==> src/rtl/gol_pkg.sv <==
// Shared Game-of-Life definitions: grid size, play-flow state encoding, cell indexing.
`define GOL_CELL_IDX(x, y) ((y) * gol_pkg::MAX_X + (x))

package gol_pkg;

    localparam int unsigned MAX_X = 40;
    localparam int unsigned MAX_Y = 30;

    typedef enum logic [1:0] {
        TITLE = 2'd0,
        CLEAR = 2'd1,
        PAUSE = 2'd2,
        RUN   = 2'd3
    } state_t;

endpackage

==> src/rtl/btn_edge_repeat.sv <==
// One-cycle move pulse from a button level: fires on the rising edge, then
// after REPEAT_DELAY held cycles, then every REPEAT_RATE cycles while held.
module btn_edge_repeat #(
    parameter int unsigned REPEAT_DELAY = 12500000,
    parameter int unsigned REPEAT_RATE  = 2500000
) (
    input  logic clk,
    input  logic rst,
    input  logic btn,
    input  logic en,
    output logic move_c
);

    localparam int unsigned MAX_CNT = (REPEAT_DELAY > REPEAT_RATE) ? REPEAT_DELAY : REPEAT_RATE;
    localparam int unsigned CNT_W   = $clog2(MAX_CNT + 1);

    logic             btn_q;
    logic             repeating_q, repeating_d;
    logic [CNT_W-1:0] cnt_q, cnt_d;
    logic             limit_hit;

    // cnt holds the number of cycles held since the last move
    always_comb begin
        move_c      = 1'b0;
        cnt_d       = cnt_q;
        repeating_d = repeating_q;
        limit_hit   = repeating_q ? (cnt_q == CNT_W'(REPEAT_RATE))
                                  : (cnt_q == CNT_W'(REPEAT_DELAY));
        if (btn && !btn_q) begin
            move_c      = en;
            cnt_d       = CNT_W'(1);
            repeating_d = 1'b0;
        end else if (btn) begin
            if (limit_hit) begin
                move_c      = en;
                cnt_d       = CNT_W'(1);
                repeating_d = 1'b1;
            end else begin
                cnt_d = cnt_q + CNT_W'(1);
            end
        end else begin
            cnt_d       = '0;
            repeating_d = 1'b0;
        end
    end

    always_ff @(posedge clk or negedge rst) begin
        if (!rst) begin
            btn_q       <= 1'b0;
            repeating_q <= 1'b0;
            cnt_q       <= '0;
        end else begin
            btn_q       <= btn;
            repeating_q <= repeating_d;
            cnt_q       <= cnt_d;
        end
    end

endmodule

==> src/rtl/gol_play_ctrl.sv <==
// Game-flow controller: title/clear/edit-run sequencing, cursor, draw strobes
// and generation ticks for the Game-of-Life cell-array datapath.
module gol_play_ctrl #(
    parameter int unsigned MAX_X           = gol_pkg::MAX_X,
    parameter int unsigned MAX_Y           = gol_pkg::MAX_Y,
    parameter int unsigned GEN_PERIOD_BASE = 25000000,
    parameter int unsigned REPEAT_DELAY    = 12500000,
    parameter int unsigned REPEAT_RATE     = 2500000,
    parameter int unsigned N_PATTERNS      = 8
) (
    input  logic        clk,
    input  logic        rst,
    input  logic        btn_up,
    input  logic        btn_down,
    input  logic        btn_left,
    input  logic        btn_right,
    input  logic        btn_start,
    input  logic        btn_run,
    input  logic        btn_step,
    input  logic        btn_draw,
    input  logic        btn_pattern,
    input  logic [1:0]  speed,
    output logic        start_screen,
    output logic        freeze,
    output logic        draw,
    output logic [7:0]  cursor_x,
    output logic [7:0]  cursor_y,
    output logic [2:0]  pattern_sel,
    output logic [15:0] gen_count,
    output logic        running
);

    import gol_pkg::*;

    localparam int unsigned CNT_W   = $clog2(GEN_PERIOD_BASE + 1);
    localparam int unsigned B_START = 0;
    localparam int unsigned B_RUN   = 1;
    localparam int unsigned B_STEP  = 2;
    localparam int unsigned B_DRAW  = 3;
    localparam int unsigned B_PAT   = 4;

    state_t           state_q, state_d;
    logic [4:0]       btn_now, btn_q, rise;
    logic [1:0]       speed_q;
    logic [CNT_W-1:0] cnt_q, cnt_d, period_m1;
    logic             pend_q, pend_d;
    logic             active, fire, wrap;
    logic             mv_up, mv_down, mv_left, mv_right;
    logic             start_screen_d, freeze_d, draw_d, running_d;
    logic [7:0]       cur_x_d, cur_y_d;
    logic [2:0]       pat_d;
    logic [15:0]      gen_d;

    assign btn_now   = {btn_pattern, btn_draw, btn_step, btn_run, btn_start};
    assign rise      = btn_now & ~btn_q;
    assign active    = (state_q == PAUSE) || (state_q == RUN);
    assign period_m1 = CNT_W'(GEN_PERIOD_BASE >> speed) - CNT_W'(1);

    btn_edge_repeat #(.REPEAT_DELAY(REPEAT_DELAY), .REPEAT_RATE(REPEAT_RATE)) u_rep_up (
        .clk(clk), .rst(rst), .btn(btn_up), .en(active), .move_c(mv_up));
    btn_edge_repeat #(.REPEAT_DELAY(REPEAT_DELAY), .REPEAT_RATE(REPEAT_RATE)) u_rep_down (
        .clk(clk), .rst(rst), .btn(btn_down), .en(active), .move_c(mv_down));
    btn_edge_repeat #(.REPEAT_DELAY(REPEAT_DELAY), .REPEAT_RATE(REPEAT_RATE)) u_rep_left (
        .clk(clk), .rst(rst), .btn(btn_left), .en(active), .move_c(mv_left));
    btn_edge_repeat #(.REPEAT_DELAY(REPEAT_DELAY), .REPEAT_RATE(REPEAT_RATE)) u_rep_right (
        .clk(clk), .rst(rst), .btn(btn_right), .en(active), .move_c(mv_right));

    // Next state, tick scheduling and next output values
    always_comb begin
        state_d = state_q;
        cnt_d   = '0;
        pend_d  = pend_q;
        fire    = 1'b0;
        wrap    = 1'b0;
        draw_d  = 1'b0;
        cur_x_d = cursor_x;
        cur_y_d = cursor_y;
        pat_d   = pattern_sel;
        gen_d   = gen_count;

        unique case (state_q)
            TITLE: if (rise[B_START]) state_d = CLEAR;
            CLEAR: state_d = PAUSE;
            PAUSE: if (rise[B_RUN]) state_d = RUN;
            RUN: begin
                if (rise[B_RUN]) begin
                    state_d = PAUSE;
                end else if (speed != speed_q) begin
                    cnt_d = '0;
                end else if (cnt_q == period_m1) begin
                    wrap = 1'b1;
                end else begin
                    cnt_d = cnt_q + CNT_W'(1);
                end
            end
        endcase

        if (active) begin
            // a draw strobe owns the cycle; the tick stays pending for the next one
            draw_d = rise[B_DRAW];
            fire   = pend_q && !rise[B_DRAW];
            pend_d = (pend_q && !fire) || wrap || ((state_q == PAUSE) && rise[B_STEP]);
            if ((state_q == RUN) && rise[B_RUN]) begin
                fire   = 1'b0;
                pend_d = 1'b0;
            end
            gen_d = gen_count + 16'(fire);

            if (mv_right && !mv_left)
                cur_x_d = (cursor_x == 8'(MAX_X - 1)) ? 8'd0 : cursor_x + 8'd1;
            else if (mv_left && !mv_right)
                cur_x_d = (cursor_x == 8'd0) ? 8'(MAX_X - 1) : cursor_x - 8'd1;
            if (mv_down && !mv_up)
                cur_y_d = (cursor_y == 8'(MAX_Y - 1)) ? 8'd0 : cursor_y + 8'd1;
            else if (mv_up && !mv_down)
                cur_y_d = (cursor_y == 8'd0) ? 8'(MAX_Y - 1) : cursor_y - 8'd1;

            if (rise[B_PAT])
                pat_d = (pattern_sel == 3'(N_PATTERNS - 1)) ? 3'd0 : pattern_sel + 3'd1;
        end

        freeze_d       = !fire;
        start_screen_d = (state_d == TITLE);
        running_d      = (state_d == RUN);
    end

    always_ff @(posedge clk or negedge rst) begin
        if (!rst) begin
            state_q      <= TITLE;
            btn_q        <= '0;
            speed_q      <= '0;
            cnt_q        <= '0;
            pend_q       <= 1'b0;
            start_screen <= 1'b1;
            freeze       <= 1'b1;
            draw         <= 1'b0;
            cursor_x     <= '0;
            cursor_y     <= '0;
            pattern_sel  <= '0;
            gen_count    <= '0;
            running      <= 1'b0;
        end else begin
            state_q      <= state_d;
            btn_q        <= btn_now;
            speed_q      <= speed;
            cnt_q        <= cnt_d;
            pend_q       <= pend_d;
            start_screen <= start_screen_d;
            freeze       <= freeze_d;
            draw         <= draw_d;
            cursor_x     <= cur_x_d;
            cursor_y     <= cur_y_d;
            pattern_sel  <= pat_d;
            gen_count    <= gen_d;
            running      <= running_d;
        end
    end

endmodule

==> config.mk <==
export PLATFORM = sky130hd
export DESIGN_NAME = gol_play_ctrl
export DESIGN_NICKNAME = d
export VERILOG_FILES = /design/src/rtl/gol_pkg.sv /design/src/rtl/btn_edge_repeat.sv /design/src/rtl/gol_play_ctrl.sv
export SDC_FILE = /design/constraint.sdc
export NUM_CORES = 1
export LEC_CHECK = 0
export CORE_ASPECT_RATIO = 2
export CORE_MARGIN = 10
export CORE_UTILIZATION = 65
export DETAILED_ROUTE_END_ITERATION = 16
export PLACE_DENSITY = 0.89
export SETUP_SLACK_MARGIN = 0.2
export SYNTH_ARGS = -nofsm -noshare
export SYNTH_HDL_FRONTEND = slang
export SYNTH_HIERARCHICAL = 1
export SYNTH_SLANG_ARGS = --single-unit
==> constraint.sdc <==
create_clock -name clk -period 7.2 [get_ports clk]
set_input_delay 1.8 -clock clk [delete_from_list [all_inputs] [get_ports clk]]
set_output_delay 1.8 -clock clk [all_outputs]
set_load 0.03 [all_outputs]
==> results of run 1 <==
==> cells in the mapped netlist (5+ instances only) <==
| cell type | count |
|---|---|
| nor2b_1 | 6 |
| o211a_1 | 5 |
| clkbuf_1 | 29 |
| dfrtp_1 | 176 |
| a31oi_1 | 12 |
| o22ai_1 | 6 |
| nand4_1 | 44 |
| nand3_1 | 45 |
| nor3_1 | 61 |
| ha_1 | 23 |
| nand2b_1 | 5 |
| xor2_1 | 33 |
| or3_1 | 34 |
| buf_2 | 5 |
| nand2_1 | 71 |
| a21oi_1 | 33 |
| nand3b_1 | 6 |
| o221ai_1 | 6 |
| xnor2_1 | 62 |
| nor3b_1 | 5 |
| and2_1 | 9 |
| a211oi_1 | 45 |
| nor2_1 | 60 |
| buf_6 | 7 |
| or4_1 | 7 |
| nor4_1 | 20 |
| inv_1 | 40 |
| o21ai_0 | 52 |
| and3_1 | 11 |
| and4_1 | 12 |
==> flip-flops by register name, summed over array words and instances, names as in the netlist, 2 cells and up <==
name	count
cursor_x	8
u_rep_left/cnt_q	24
u_rep_right/cnt_q	24
cursor_y	8
u_rep_down/cnt_q	24
pattern_sel	3
cnt_q	25
state_q	2
gen_count	16
btn_q	5
speed_q	2
u_rep_up/cnt_q	24
==> layer usage <==
metal / up-vias / global-route usage, % / share of wire, % / routed length (µm)
met4: 0 / 13.0 / 4.3 / 1080
met2: 329 / 44.3 / 56 / 13900
met3: 100 / 4.04 / 4.4 / 1100
li1: 3882 / - / - / -
met1: 4249 / 24.9 / 36 / 8880
met5: - / 0 / 0 / 0
==> through the flow <==
stage	hold slack [ns]	power, mW	instances	utilization (%)
2_1_floorplan	0.444	1.60	1027	-
3_3_place_gp	0.451	1.84	1238	70.9
3_5_place_dp	0.463	1.86	1238	70.9
4_1_cts	0.476	2.79	1270	74.8
5_1_grt	0.503	2.91	1270	74.8
6_report	0.478	2.79	1270	74.8
==> cell usage in the layout (no fill, tap or decap), types with 20 or more instances in the layout <==
cell / n
dfrtp_1: 176
nand2_1: 71
xnor2_1: 62
nor3_1: 61
nor2_1: 60
o21ai_0: 52
clkdlybuf4s50_1: 50
nand3_1: 45
a211oi_1: 45
nand4_1: 44
inv_1: 40
or3_1: 34
a21oi_1: 33
xor2_1: 33
ha_1: 23
nor4_1: 20
==> cell type report <==
class	instances	area, µm²
Clock buffer	17	425
Clock inverter	15	165
Fill cell	1009	3750
Inverter	40	150
Multi-Input combinational cell	766	5130
Sequential cell	178	4460
Tap cell	195	244
Timing Repair Buffer	59	572
==> where the power goes <==
part / switching (mW) / internal, mW
Sequential: 0.133 / 1.08
Clock: 0.438 / 0.495
Combinational: 0.382 / 0.262
Total: 0.953 / 1.83
==> worst paths after layout <==
check | from | to | slack, ns | cells past startpoint
hold / removal | gen_count[15] | gen_count[15] | 0.48 | 1
min in group asynchronous | rst | u_rep_left/cnt_q[8] | 1.25 | 1
max in group asynchronous | rst | u_rep_up/cnt_q[6] | 4.64 | 2
setup reg to reg | u_rep_up/cnt_q[9] | cursor_y[3] | 3.82 | 11
setup / recovery | speed[1] | cnt_q[12] | 3.12 | 8
hold reg to reg | gen_count[15] | gen_count[15] | 0.48 | 1
==> worst max-delay path, cell delays in order <==
cell	delay [ns]
clkdlybuf4s50_1	0.70
nand2b_1	0.19
ha_1	0.25
a21oi_1	0.15
o221ai_1	0.19
nor4b_4	0.61
buf_4	0.33
a211oi_1	0.12
==> cells by family after synthesis <==
group | count (synthesis) | share of synthesized area, %
adder cells (fa/ha/maj) | 24 | 2.99
multiplexers | 6 | 0.654
AND/OR/NAND/NOR | 432 | 24.6
flip-flops | 178 | 44.8
buffers and inverters | 83 | 3.74
XOR/XNOR | 95 | 8.36
AO/OA/AOI/OAI | 209 | 14.9
==> flow_metrics.py, run 1 <==
metrics = {
    "run_status": {
        "outcome": "finished, final reports clean",
    },
    "sta": {
        "finalCritPeriodShare_pct": 56.6,
        "max_freq_mhz": 245,
        "maxSlewHeadroom_pct": 30.4,
        "worstMarginPinSlew_ns": 1.03,
        "finalHoldViolations": 0,
        "setup_viol": 0,
        "fin_crit_ns": 4.08,
        "setup_tns_ns": 0,
        "drv_slew": 0,
        "rsz0062_at_grt": "false",
        "fin_skew_ns": 0.0131,
        "setup_slack_ns": 3.12,
    },
    "global_route": {
        "grt_max_degree": 80,
        "antenna_found_initial": 0,
        "grt_pass1_vias": 8868,
        "gr-total-overflow": 0,
        "grt.total_usage_pct": 24.1,
        "grt_pass1_wl_mm": 42.0,
    },
    "clocking": {
        "clk_latency_ns": 0.43,
        "postCtsResizedCells": 0,
        "cts_buffer_depth": 2,
        "cts_tree": "built",
        "cts_buffers": 17,
        "clk_pin_slew_ns": 0.08,
        "clock_sinks": 178,
        "post_cts_buffers": 0,
        "ctsHoldBuffers": 0,
        "ctsRootBufferMaster": "clkbuf_16",
        "cts-htree-levels": 4,
    },
    "placed_design": {
        "hpwlAfterDp_mm": 16.9,
        "placed_area_um2": 10600,
        "gp_congestion": 0.901,
        "dp_slack_ns": 2.71,
        "port-buffer-count": 51,
    },
    "synth": {
        "yosys.area.top_type": "dfrtp_1",
        "yosysSeqAreaShare_pct": 44.8,
        "synth_edf_count": 0,
        "avgSynthCellArea_um2": 9.69,
        "ys.flop_type": "dfrtp_1",
        "synthTopCellsByArea": "dfrtp_1 (44%), xnor2_1 (5.5%), a211oi_1 (3.4%)",
        "synth.distinct_cells": 75,
        "synthArstFlopShare_pct": 100,
        "syn_area_um2": 9950,
        "synth_top_area_share_pct": 44.3,
        "syn_nets": 1063,
        "yosysWarnings": 6,
        "synth_cells": 1027,
        "ys_seq_elements": 178,
    },
    "critical_path": {
        "worst_ep_arrival_time_ns": 4.34,
        "crit_type": "in2reg",
        "start_kind": "input port",
        "critPathCaptureType": "flip-flop",
        "cp_max_fo": 15,
        "cp.required_ns": 7.46,
    },
    "run": {
        "cap_violations": 0,
    },
    "layout": {
        "area_growth_pct": 12.1,
        "nets": 1098,
        "fin_area_um2": 11100,
        "drive_gt1_share_pct": 8.19,
        "insertedDiodeCount": 0,
    },
    "power_and_ir_drop": {
        "powerDensity_nw_per_um2": 250,
        "p_leak_nw": 4.27,
        "vdd_drop_max_mv": 0.213,
    },
    "die": {
        "dieArea_um2": 21000,
        "dieWidth_um": 107,
        "die_h_um": 195,
        "std_cell_rows": 63,
        "core_um2": 14900,
        "initial_utilization_pct": 66.8,
        "pin_count": 52,
    },
    "drt": {
        "drt_iter0_drc": 655,
        "drtAntennaViolNets": 0,
        "num_vias": 8560,
        "dr.pass1.iters": 7,
        "routed_wl_mm": 24.9,
        "routed_via_density": 6.74,
        "route.detailed.drc": 0,
        "wire_per_inst_um": 19.6,
    },
    "min_path": {
        "hp-class": "reg2reg",
    },
}
Note: power is estimated with default switching activity, not from simulation.
==> run 2: changes to the inputs <==
Settings changed: CORE_UTILIZATION 65 to 61, PLACE_DENSITY 0.89 to 0.85.
Clock period 7.2 ns to 4 ns, I/O delays scaled along.
==> run 2 against run 1 <==
  * Via count decreased by 1.9%
  * Power increased by 87%
  * Sequential share of layout area decreased by 0.42 points
  * Clock skew decreased by 0.0019 ns
  * Design area increased by 1.1%
  * Critical endpoint is now cursor_y[3]
  * Largest cell class unchanged
==> flow_metrics.py, run 2 (synthesis gave the netlist of run 1 again) <==
metrics = {
    "die": {
        "core_um2": 16200,
        "initial_utilization_pct": 61.5,
        "dieWidth_um": 110,
        "pin_count": 52,
        "dieArea_um2": 22100,
        "die_h_um": 201,
        "std_cell_rows": 66,
    },
    "clocking": {
        "ctsRootBufferMaster": "clkbuf_16",
        "cts_buffer_depth": 2,
        "clk_latency_ns": 0.43,
        "cts_buffers": 17,
        "clock_sinks": 178,
        "cts-htree-levels": 4,
        "post_cts_buffers": 0,
        "postCtsResizedCells": 0,
        "cts_tree": "built",
        "ctsHoldBuffers": 0,
        "clk_pin_slew_ns": 0.07,
    },
    "sta": {
        "worstMarginPinSlew_ns": 1.11,
        "rsz0062_at_grt": "false",
        "maxSlewHeadroom_pct": 25.3,
        "drv_slew": 0,
        "setup_tns_ns": 0,
        "fin_skew_ns": 0.0112,
        "max_freq_mhz": 302,
        "setup_viol": 0,
        "finalCritPeriodShare_pct": 82.8,
        "finalHoldViolations": 0,
        "fin_crit_ns": 3.31,
    },
    "drt": {
        "drtAntennaViolNets": 0,
        "route.detailed.drc": 0,
        "wire_per_inst_um": 18.8,
        "num_vias": 8397,
        "routed_wl_mm": 24.1,
        "routed_via_density": 6.56,
        "dr.pass1.iters": 5,
        "drt_iter0_drc": 600,
    },
    "global_route": {
        "antenna_found_initial": 0,
        "grt_pass1_vias": 8611,
        "grt.total_usage_pct": 22.5,
        "grt_max_degree": 76,
        "grt_pass1_wl_mm": 41.1,
        "gr-total-overflow": 0,
    },
    "critical_path": {
        "cp.required_ns": 4.28,
        "crit_type": "reg2reg",
        "r2r_setup_slack_ns": 0.69,
        "critPathCaptureType": "flip-flop",
        "start_kind": "flip-flop",
        "cp_max_fo": 12,
        "reg2regPathDepth": 11,
        "worst_ep_arrival_time_ns": 3.59,
    },
    "power_and_ir_drop": {
        "powerDensity_nw_per_um2": 461,
        "p_int_mw": 3.60,
        "p_leak_nw": 4.32,
        "power_frac_comb_pct": 22.2,
        "p_sw_share_pct": 30.8,
        "p_seq_share_pct": 41.7,
        "clock_power_share_pct": 36.1,
        "netSwitchingPower_mw": 1.60,
        "vdd_drop_max_mv": 0.384,
    },
    "placed_design": {
        "port-buffer-count": 51,
        "hpwlAfterDp_mm": 16.7,
        "gp_congestion": 0.947,
    },
    "min_path": {
        "hold_depth": 1,
        "hp-class": "reg2reg",
    },
    "layout": {
        "drive_gt1_share_pct": 7.99,
        "area_growth_pct": 13.3,
        "regMostFlops": "cnt_q",
        "nets": 1100,
        "num-fill-cells": 1250,
        "utilization_pct": 69.6,
        "layout_commonest_cell": "dfrtp_1",
        "insertedDiodeCount": 0,
        "largest_reg_flops": 25,
        "mostFrequentLayoutCells": "dfrtp_1 (176), nand2_1 (71), xnor2_1 (62), nor3_1 (61), nor2_1 (60)",
    },
    "run": {
        "cap_violations": 0,
    },
    "run_status": {
        "outcome": "finished, final reports clean",
    },
}
==> run 2: changes by cell type in the layout (fill, tap and decap cells not counted) <==
cell | previous run | this run
bufinv_16 | 1 | 6
inv_6 | 5 | 0
inv_8 | 4 | 0
clkbuf_1 | 0 | 3
buf_12 | 0 | 2
clkbuf_8 | 0 | 1
clkinv_2 | 1 | 2
clkinv_4 | 2 | 1
clkinv_8 | 1 | 0
==> run 2: layer usage <==
layer	routed length, µm	global-route usage [%]	vias up
li1	-	-	3879
met1	9050	24.9	4172
met2	13200	39.4	282
met3	1040	4.31	64
met4	785	10.7	0
met5	0	0	-
==> run 2: final cells by class <==
class | count | area, µm² | area share [%]
clock inverter | 10 | 206 | 1.83
inverter | 40 | 150 | 1.33
clock buffer | 21 | 450 | 4.00
multi-input combinational | 766 | 5130 | 45.6
tap | 204 | 255 | 2.27
timing repair buffer | 61 | 612 | 5.43
sequential | 178 | 4460 | 39.6
==> run 2: path summary, 6_finish.rpt <==
path / startpoint / endpoint
max: u_rep_up/cnt_q[9] / cursor_y[3]
min: gen_count[15] / gen_count[15]
max reg2reg: u_rep_up/cnt_q[9] / cursor_y[3]
min reg2reg: gen_count[15] / gen_count[15]
max in group asynchronous: rst / gen_count[8]
min in group asynchronous: rst / u_rep_left/cnt_q[17]
==> run 2: power by group through the flow <==
| stage | clock (mW) | sequential [mW] | combinational, mW |
|---|---|---|---|
| 6_report | 1.87 | 2.17 | 1.15 |
| 3_5_place_dp | 0 | 2.20 | 1.15 |
| 5_1_grt | 1.98 | 2.19 | 1.26 |
| 2_1_floorplan | 0 | 2.35 | 0.539 |
| 4_1_cts | 1.90 | 2.17 | 1.16 |
| 3_3_place_gp | 0 | 2.19 | 1.13 |
==> run 2: critical path: stages (launching register included) <==
cell       delay (ns)
dfrtp_1          0.44
or4b_1           0.52
or3_1            0.42
a2111oi_4        0.26
o211a_1          0.18
inv_1            0.05
ha_1             0.34
inv_1            0.17
nand2_1          0.09
a32o_1           0.27
a221oi_1         0.31
a21oi_1          0.12
==> run 2: per-stage QoR <==
step	power (mW)	setup slack (ns)	hold WS (ns)	cell area, µm²	std cells
3_5_place_dp	3.35	0.438	0.461	10600	1249
6_report	5.20	0.687	0.472	11300	1280
5_1_grt	5.43	0.412	0.496	11300	1280
2_1_floorplan	2.89	0.909	0.444	9950	1027
3_3_place_gp	3.32	0.544	0.457	10600	1249
4_1_cts	5.22	0.731	0.476	11300	1280
==> run 3: changes to the inputs <==
Clock period 4 ns to 3.4 ns, I/O delays scaled along.
==> run 3 against run 2 <==
  * Global-route usage fell by 0.33 points
  * Worst setup slack got worse by 0.39 ns
  * Flip-flop and latch count did not move
  * Sequential share of layout area fell by 0.055 points
  * Hold slack got worse by 0.058 ns
  * Fmax rose by 6.9%
  * Register-to-register slack got worse by 0.39 ns
  * Highest routed layer unchanged
==> flow_metrics.py, run 3 (synthesis gave the netlist of run 1 again) <==
metrics = {
    "drt": {
        "dr.pass1.iters": 5,
        "num_vias": 8418,
        "drt_iter0_drc": 491,
        "drtAntennaViolNets": 0,
        "route.detailed.drc": 0,
        "routed_wl_mm": 24.2,
        "routed_via_density": 6.51,
        "wire_per_inst_um": 18.8,
    },
    "sta": {
        "maxSlewHeadroom_pct": 26.2,
        "hold_slack_ns": 0.413,
        "fin_skew_ns": 0.00917,
        "max_freq_mhz": 323,
        "rsz0062_at_grt": "false",
        "drv_slew": 0,
        "finalHoldViolations": 0,
        "setup_tns_ns": 0,
        "fin_crit_ns": 3.10,
        "setup_viol": 0,
        "finalCritPeriodShare_pct": 91.1,
        "worstMarginPinSlew_ns": 1.10,
    },
    "placed_design": {
        "hpwlAfterDp_mm": 16.9,
        "gp_congestion": 0.932,
        "placed_cells_incl_taps": 1259,
        "port-buffer-count": 51,
    },
    "clocking": {
        "cts_buffer_depth": 2,
        "clk_latency_ns": 0.43,
        "cts-htree-levels": 4,
        "cts_buffers": 17,
        "clock_sinks": 178,
        "ctsRootBufferMaster": "clkbuf_16",
        "clk_pin_slew_ns": 0.07,
        "cts_tree": "built",
    },
    "layout": {
        "utilization_pct": 69.7,
        "layout_commonest_cell": "dfrtp_1",
        "regMostFlops": "cnt_q",
        "drive_gt1_share_pct": 9.46,
        "insertedDiodeCount": 0,
        "num-fill-cells": 1259,
        "mostFrequentLayoutCells": "dfrtp_1 (175), nand2_1 (71), xnor2_1 (62), nor3_1 (61), nor2_1 (60)",
        "nets": 1112,
        "largest_reg_flops": 25,
        "area_growth_pct": 13.4,
        "stdcell_count": 1293,
    },
    "run": {
        "cap_violations": 0,
    },
    "die": {
        "dieWidth_um": 110,
        "pin_count": 52,
        "dieArea_um2": 22100,
        "initial_utilization_pct": 61.5,
        "core_um2": 16200,
        "std_cell_rows": 66,
        "die_h_um": 201,
    },
    "global_route": {
        "grt_pass1_wl_mm": 40.5,
        "grt_pass1_vias": 8423,
        "use_met3_pct": 3.95,
        "grt.met2_usage_pct": 39.1,
        "grt_max_degree": 67,
        "antenna_found_initial": 0,
        "grt_busiest_layer": "met2",
        "grt.total_usage_pct": 22.2,
        "grt_use_met1_pct": 24.5,
        "gr-total-overflow": 0,
    },
    "power_and_ir_drop": {
        "power_frac_comb_pct": 23.5,
        "vdd_drop_max_mv": 0.397,
        "netSwitchingPower_mw": 1.93,
        "clock_power_share_pct": 33.1,
        "p_int_mw": 3.95,
        "powerDensity_nw_per_um2": 522,
        "p_seq_share_pct": 43.4,
        "p_leak_nw": 4.34,
        "p_sw_share_pct": 32.8,
    },
    "run_status": {
        "outcome": "finished, final reports clean",
    },
    "critical_path": {
        "cp.required_ns": 3.75,
        "worst_ep_arrival_time_ns": 3.45,
        "critPathCaptureType": "flip-flop",
        "start_kind": "flip-flop",
        "reg2regPathDepth": 11,
        "cp_slowest_stage_delay_ns": 0.48,
        "crit_path_cell_trace": "or4b_1 > or3_1 > a2111oi_4 > o211a_1 > inv_1 > ha_1 > buf_4 > a31o_2 > o21ai_0 > a21oi_1 > a31oi_1",
        "cp_slowest_cell": "or4b_1",
        "cp_max_fo": 10,
        "crit_type": "reg2reg",
    },
    "min_path": {
        "hp-class": "in2async",
    },
}
run 3: what timing repair did:
| item | CTS | global route |
|---|---|---|
| hold endpoints to repair | 0 | 0 |
| resized for setup | 0 | 3 |
| setup endpoints to repair | 0 | 2 |
| hold buffers | 0 | 0 |
| buffers inserted | 0 | 2 |
run 3: per-stage QoR:
| stage | setup WS (ns) | power (mW) | instance area, µm² |
|---|---|---|---|
| detailed placement | 0.256 | 3.96 | 10700 |
| CTS | 0.377 | 5.90 | 11300 |
| global route | 0.172 | 6.15 | 11300 |
| finish | 0.302 | 5.89 | 11300 |
| floorplan | 0.354 | 3.40 | 9950 |
| global placement | 0.381 | 3.93 | 10700 |
run 3: path summary, 6_finish.rpt:
path / start / endpoint / slack [ns]
setup / recovery: u_rep_up/cnt_q[4] / cursor_y[6] / 0.30
hold / removal: rst / u_rep_left/cnt_q[18] / 0.41
setup reg to reg: u_rep_up/cnt_q[4] / cursor_y[6] / 0.30
hold reg to reg: gen_count[15] / gen_count[15] / 0.48
max in group asynchronous: rst / gen_count[8] / 2.22
min in group clk: gen_count[15] / gen_count[15] / 0.48
run 3: critical path: cells and delay by family (launching register included):
family | cells | cell delay, ns
buf+inv | 2 | 0.25
flops | 1 | 0.45
fa+ha+maj | 1 | 0.23
simple gates | 2 | 0.91
compound gates | 6 | 1.18
run 3: final cells by class:
| type | instances | area [µm²] | share of cell area (%) |
|---|---|---|---|
| Timing Repair Buffer | 73 | 702 | 6.22 |
| Multi-Input combinational cell | 766 | 5140 | 45.5 |
| Clock buffer | 20 | 447 | 3.96 |
| Sequential cell | 178 | 4460 | 39.5 |
| Clock inverter | 12 | 134 | 1.19 |
| Tap cell | 204 | 255 | 2.26 |
| Inverter | 40 | 150 | 1.33 |
run 3: power groups by stage:
| stage | sequential, mW | combinational (mW) | clock [mW] |
|---|---|---|---|
| after floorplan | 2.76 | 0.635 | 0 |
| after global routing | 2.59 | 1.50 | 2.06 |
| final | 2.55 | 1.38 | 1.95 |
| after CTS | 2.55 | 1.39 | 1.97 |
| after detailed placement | 2.58 | 1.38 | 0 |
| after global placement | 2.57 | 1.36 | 0 |
run 3: layer usage:
layer,up-vias,wire length [µm]
met4,0,802
met2,295,13200
met5,-,0
met1,4148,9100
li1,3911,-
met3,64,1110
